### src/rtl/spi_adc_slave.sv
// SPI responder for the ADC end of the configuration link: address-matched config write plus sample readback.
// Optional even-parity bit on the frame is enabled with `define SPI_SLV_PARITY_EN.
module spi_adc_slave #(
    parameter logic [14:0] ADDR     = 15'h0190,
    parameter int unsigned SAMPLE_W = 12
) (
    input  logic                user_clk,
    input  logic                user_rst,
    input  logic                SS,
    input  logic                MOSI,
    input  logic [SAMPLE_W-1:0] adc_sample,
    output logic                MISO,
    output logic [3:0]          cfg_data,
    output logic                cfg_update,
    output logic                frame_err,
    output logic                busy
);

`ifdef SPI_SLV_PARITY_EN
    localparam int unsigned FW = 20;
`else
    localparam int unsigned FW = 19;
`endif
    localparam logic [4:0] LAST    = 5'(FW - 1);
    localparam logic [4:0] TX_LAST = 5'(SAMPLE_W - 1);

    typedef enum logic [1:0] {S_IDLE, S_RX, S_TX, S_WAIT} state_e;

    state_e              state_q, state_d;
    logic [FW-2:0]       sr_q, sr_d;
    logic [4:0]          cnt_q, cnt_d;
    logic [4:0]          txl_q, txl_d;
    logic [SAMPLE_W-1:0] tx_sr_q, tx_sr_d;
    logic                miso_q, miso_d;
    logic [3:0]          cfg_q, cfg_d;
    logic                upd_q, upd_d;
    logic                err_q, err_d;

    logic [FW-1:0]       frame;
    logic                last_bit;
    logic                addr_ok;
    logic                par_ok;
    logic                accept;

    // The final bit is taken straight from MOSI so the frame is judged on the edge that samples it.
    assign frame    = {MOSI, sr_q};
    assign last_bit = (cnt_q == LAST);
    assign addr_ok  = (frame[18:4] == ADDR);
`ifdef SPI_SLV_PARITY_EN
    assign par_ok   = ~^frame;
`else
    assign par_ok   = 1'b1;
`endif
    assign accept   = addr_ok && par_ok;

    always_ff @(posedge user_clk or negedge user_rst) begin
        if (!user_rst) begin
            state_q <= S_IDLE;
            sr_q    <= '0;
            cnt_q   <= '0;
            txl_q   <= '0;
            tx_sr_q <= '0;
            miso_q  <= 1'b0;
            cfg_q   <= '0;
            upd_q   <= 1'b0;
            err_q   <= 1'b0;
        end else begin
            state_q <= state_d;
            sr_q    <= sr_d;
            cnt_q   <= cnt_d;
            txl_q   <= txl_d;
            tx_sr_q <= tx_sr_d;
            miso_q  <= miso_d;
            cfg_q   <= cfg_d;
            upd_q   <= upd_d;
            err_q   <= err_d;
        end
    end

    always_comb begin
        state_d = state_q;
        unique case (state_q)
            S_IDLE: if (!SS) state_d = S_RX;
            S_RX: begin
                if (SS)            state_d = S_IDLE;
                else if (last_bit) state_d = accept ? S_TX : S_WAIT;
            end
            S_TX: begin
                if (SS)                state_d = S_IDLE;
                else if (txl_q == '0)  state_d = S_WAIT;
            end
            S_WAIT: if (SS) state_d = S_IDLE;
            default: state_d = S_IDLE;
        endcase
    end

    always_comb begin
        sr_d    = sr_q;
        cnt_d   = cnt_q;
        txl_d   = txl_q;
        tx_sr_d = tx_sr_q;
        miso_d  = 1'b0;
        cfg_d   = cfg_q;
        upd_d   = 1'b0;
        err_d   = 1'b0;
        unique case (state_q)
            S_IDLE: begin
                if (!SS) begin
                    sr_d  = {MOSI, sr_q[FW-2:1]};
                    cnt_d = 5'd1;
                end
            end
            S_RX: begin
                if (SS) begin
                    err_d = 1'b1;
                end else if (!last_bit) begin
                    sr_d  = {MOSI, sr_q[FW-2:1]};
                    cnt_d = cnt_q + 5'd1;
                end else begin
                    err_d = !par_ok;
                    if (accept) begin
                        cfg_d   = frame[3:0];
                        upd_d   = 1'b1;
                        miso_d  = adc_sample[SAMPLE_W-1];
                        tx_sr_d = adc_sample << 1;
                        txl_d   = TX_LAST;
                    end
                end
            end
            S_TX: begin
                if (!SS && txl_q != '0) begin
                    miso_d  = tx_sr_q[SAMPLE_W-1];
                    tx_sr_d = tx_sr_q << 1;
                    txl_d   = txl_q - 5'd1;
                end
            end
            default: ;
        endcase
    end

    always_comb begin
        MISO       = miso_q;
        cfg_data   = cfg_q;
        cfg_update = upd_q;
        frame_err  = err_q;
        busy       = (state_q != S_IDLE);
    end

endmodule

### config.mk
export PLATFORM = sky130hd
export DESIGN_NAME = spi_adc_slave
export DESIGN_NICKNAME = d
export VERILOG_FILES = /design/src/rtl/spi_adc_slave.sv
export SDC_FILE = /design/constraint.sdc
export NUM_CORES = 1
export LEC_CHECK = 0
export CAP_MARGIN = 20
export CORE_MARGIN = 2
export CORE_UTILIZATION = 45
export DETAILED_ROUTE_END_ITERATION = 16
export GPL_TIMING_DRIVEN = 0
export HOLD_SLACK_MARGIN = 0.08
export PLACE_DENSITY = 0.66
export SETUP_SLACK_MARGIN = 0.4
export SYNTH_ARGS = -nofsm -noshare
export SYNTH_HDL_FRONTEND = slang
export SYNTH_SLANG_ARGS = --single-unit
### constraint.sdc
create_clock -name user_clk -period 2.6 [get_ports user_clk]
set_input_delay 0.52 -clock user_clk [delete_from_list [all_inputs] [get_ports user_clk]]
set_output_delay 0.52 -clock user_clk [all_outputs]
set_load 0.005 [all_outputs]
==> impl_metrics.json <==
{
  "hp-class": "in -> async",
  "grtUsageTotal": 0.163,
  "cpMaxStageDelayCell": "dfrtp_1",
  "synth_top_area_cell": "dfrtp_1",
  "r2r_slack_ns": 0.45,
  "start_util": 0.463,
  "startpoint": "state_q[1]",
  "hold_viol": 0,
  "worst_pin_slew_ns": 0.596,
  "grt_first_pass_wirelength_um": 7560,
  "port_buffers": 23,
  "cp_max_fo": 10,
  "clk_path_buf_depth": 2,
  "synthesis.nets": 205,
  "hold_buffers": 0,
  "synth.distinct_cells": 39,
  "finClkSkew_ns": 0.00924,
  "place_inst": 275,
  "ant_nets": 0,
  "required_ns": 2.79,
  "leakage_uw": 0.00132,
  "grt-busiest-layer": "met2",
  "synthFlopType": "dfrtp_1",
  "n_antenna_cell": 0,
  "die-area_um2": 5780,
  "avgViaCountPerCell": 5.37,
  "avgSynthCellArea_um2": 12.9,
  "die_w_um": 76.0,
  "root_buffer": "clkbuf_8",
  "cts_buffers": 5,
  "cts_sinks": 48,
  "globalRouteMet3Util": 0.0403,
  "outcome": "finished clean",
  "seq_area_frac_synth": 0.514,
  "fin_cells": 293,
  "startpoint_type": "register",
  "yosysMostFrequentCell": "dfrtp_1",
  "drive_gt1_frac": 0.404,
  "syn_to_final_growth_pct": 26.7,
  "r2r_start": "state_q[1]",
  "cts_tree": "done",
  "ys_warn_count": 0,
  "drv_cap": 0,
  "ir_worst_vdd_mv": 0.622,
  "ys_top_cells_by_count": "dfrtp_1 (48), mux2_2 (36), inv_1 (9), mux2_4 (9), nor2_1 (9)",
  "nets": 246,
  "clock_latency_ns": 0.30,
  "critPathKind": "reg -> reg",
  "crit_path_end_kind": "register",
  "power_density_nw_per_um2": 1060,
  "vias": 1574,
  "gp_congestion": 0.872,
  "fin_crit_ns": 2.15,
  "crit_arrival_ns": 2.34,
  "wl_per_cell_um": 15.6,
  "setup_violations": 0,
  "rows": 26,
  "synth_seq_cells": 48,
  "cp_common_cell": "buf_4",
  "route.detailed.drc": 0,
  "r2r_end": "tx_sr_q[4]",
  "synth_top_area_frac": 0.514,
  "grt_max_degree": 36,
  "drt_wl_total_um": 4560,
  "use_met1": 0.198,
  "max_freq_mhz": 465,
  "firstDrtPassIters": 4,
  "netlist_top_cells_area": "dfrtp_1 (51%), mux2_2 (17%), mux2_4 (5.8%)",
  "dr.first_iter.drc_count": 66,
  "antenna_found_initial": 0,
  "fin_util": 0.587,
  "async_flop_share": 1.00,
  "io_pins": 24,
  "slew-limit-headroom": 0.600,
  "synth.cell_area_um2": 2330,
  "p_total_uw": 3150,
  "synth_enable_flop_cells": 0,
  "path_cells": "buf_4, ha_1, buf_4, inv_1, a21oi_2, or3_4, buf_6, buf_8, mux2_4",
  "die_y_um": 76.0,
  "synth_cells": 181,
  "path_clk_slew_ns": 0.09,
  "placeableCoreArea_um2": 5040,
  "drv_slew": 0,
  "grt-ovfl-total": 0,
  "grtUsageMet2": 0.280,
  "tns_ns": 0,
  "period_share": 0.827,
  "rsz0062_at_grt": "yes",
  "cts-htree-levels": 2,
  "grt_pass1_vias": 1649,
  "dp_hpwl_um": 3170,
  "cpPeakStageDelay_ns": 0.41,
  "reg2regPathDepth": 9
}
routing by layer:
metal	wire (um)	vias up
met5	0	-
met4	142	0
met3	185	12
met2	2310	36
met1	1920	794
li1	-	732
kinds of logic (layout without fill, tap and decap cells):
logic type,Yosys count,after routing,synth area share
XOR/XNOR,2,2,0.00750
adder cells (fa/ha/maj),8,8,0.0429
buffers and inverters,15,57,0.0327
multiplexers,46,46,0.236
AND/OR/NAND/NOR,43,43,0.109
AO/OA/AOI/OAI,19,19,0.0573
flip-flops,48,48,0.514
critical path: cells and delay by family (launching register included):
family                     cells  cell delay [ns]
buffers and inverters          5             0.72
DFF                            1             0.41
and+or+nand+nor                1             0.34
muxes                          1             0.30
adders and majority gates      1             0.16
AOI/OAI and AO/OA              1             0.10
metrics by stage:
stage               setup WS, ns  hold slack, ns  area (um2)
floorplan                  0.460           0.224        2330
global placement          -0.248           0.479        2650
detailed placement        -0.155           0.452        2670
finish                     0.449           0.118        2960
global route               0.335           0.125        2960
CTS                        0.400           0.121        2850
what timing repair did:
item                                    4_1_cts  5_1_grt
gates resized for setup                       7       16
pin swaps                                     4        1
cloned                                        0        0
endpoints found under the setup margin       24       30
buffers inserted                              3        7
worst max-delay path by stage:
stage	end	slack, ns
after floorplan	tx_sr_q[10]	0.46
after global placement	tx_sr_q[1]	-0.25
after detailed placement	sr_q[3]	-0.16
after CTS	tx_sr_q[4]	0.40
after global routing	tx_sr_q[4]	0.33
final	tx_sr_q[4]	0.45
report_power, final:
group	total (uW)	internal, uW	switching [uW]
clock	640	387	253
sequential	1270	1040	226
combinational	1240	724	515
final cells by class:
| type | count | area, um2 |
|---|---|---|
| flip-flops and latches | 48 | 1200 |
| clock buffers | 5 | 68.8 |
| well taps | 70 | 87.6 |
| inverters | 9 | 33.8 |
| clock inverters | 3 | 68.8 |
| plain buffers | 6 | 50.0 |
| repair buffers | 34 | 315 |
| fillers | 416 | 2080 |
| multi-input cells | 118 | 1130 |
cells in the final DEF (no fill, tap or decap), drive strengths merged, types with 3 or more instances in the layout:
master          n
nand2           7
inv            10
nor3            6
dfrtp          48
nor2           10
o31ai           3
a21oi           4
o21ai           4
nand2b          3
clkbuf          9
mux2           45
buf            15
clkdlybuf4s50  21
ha              8
sequential cells by signal, indices dropped and copies added, names as in the netlist:
register    cells
MISO            1
cfg_data        4
cfg_update      1
cnt_q           5
frame_err       1
sr_q           18
state_q         2
tx_sr_q        11
txl_q           5
No activity file was read; power rests on OpenSTA's default activity.
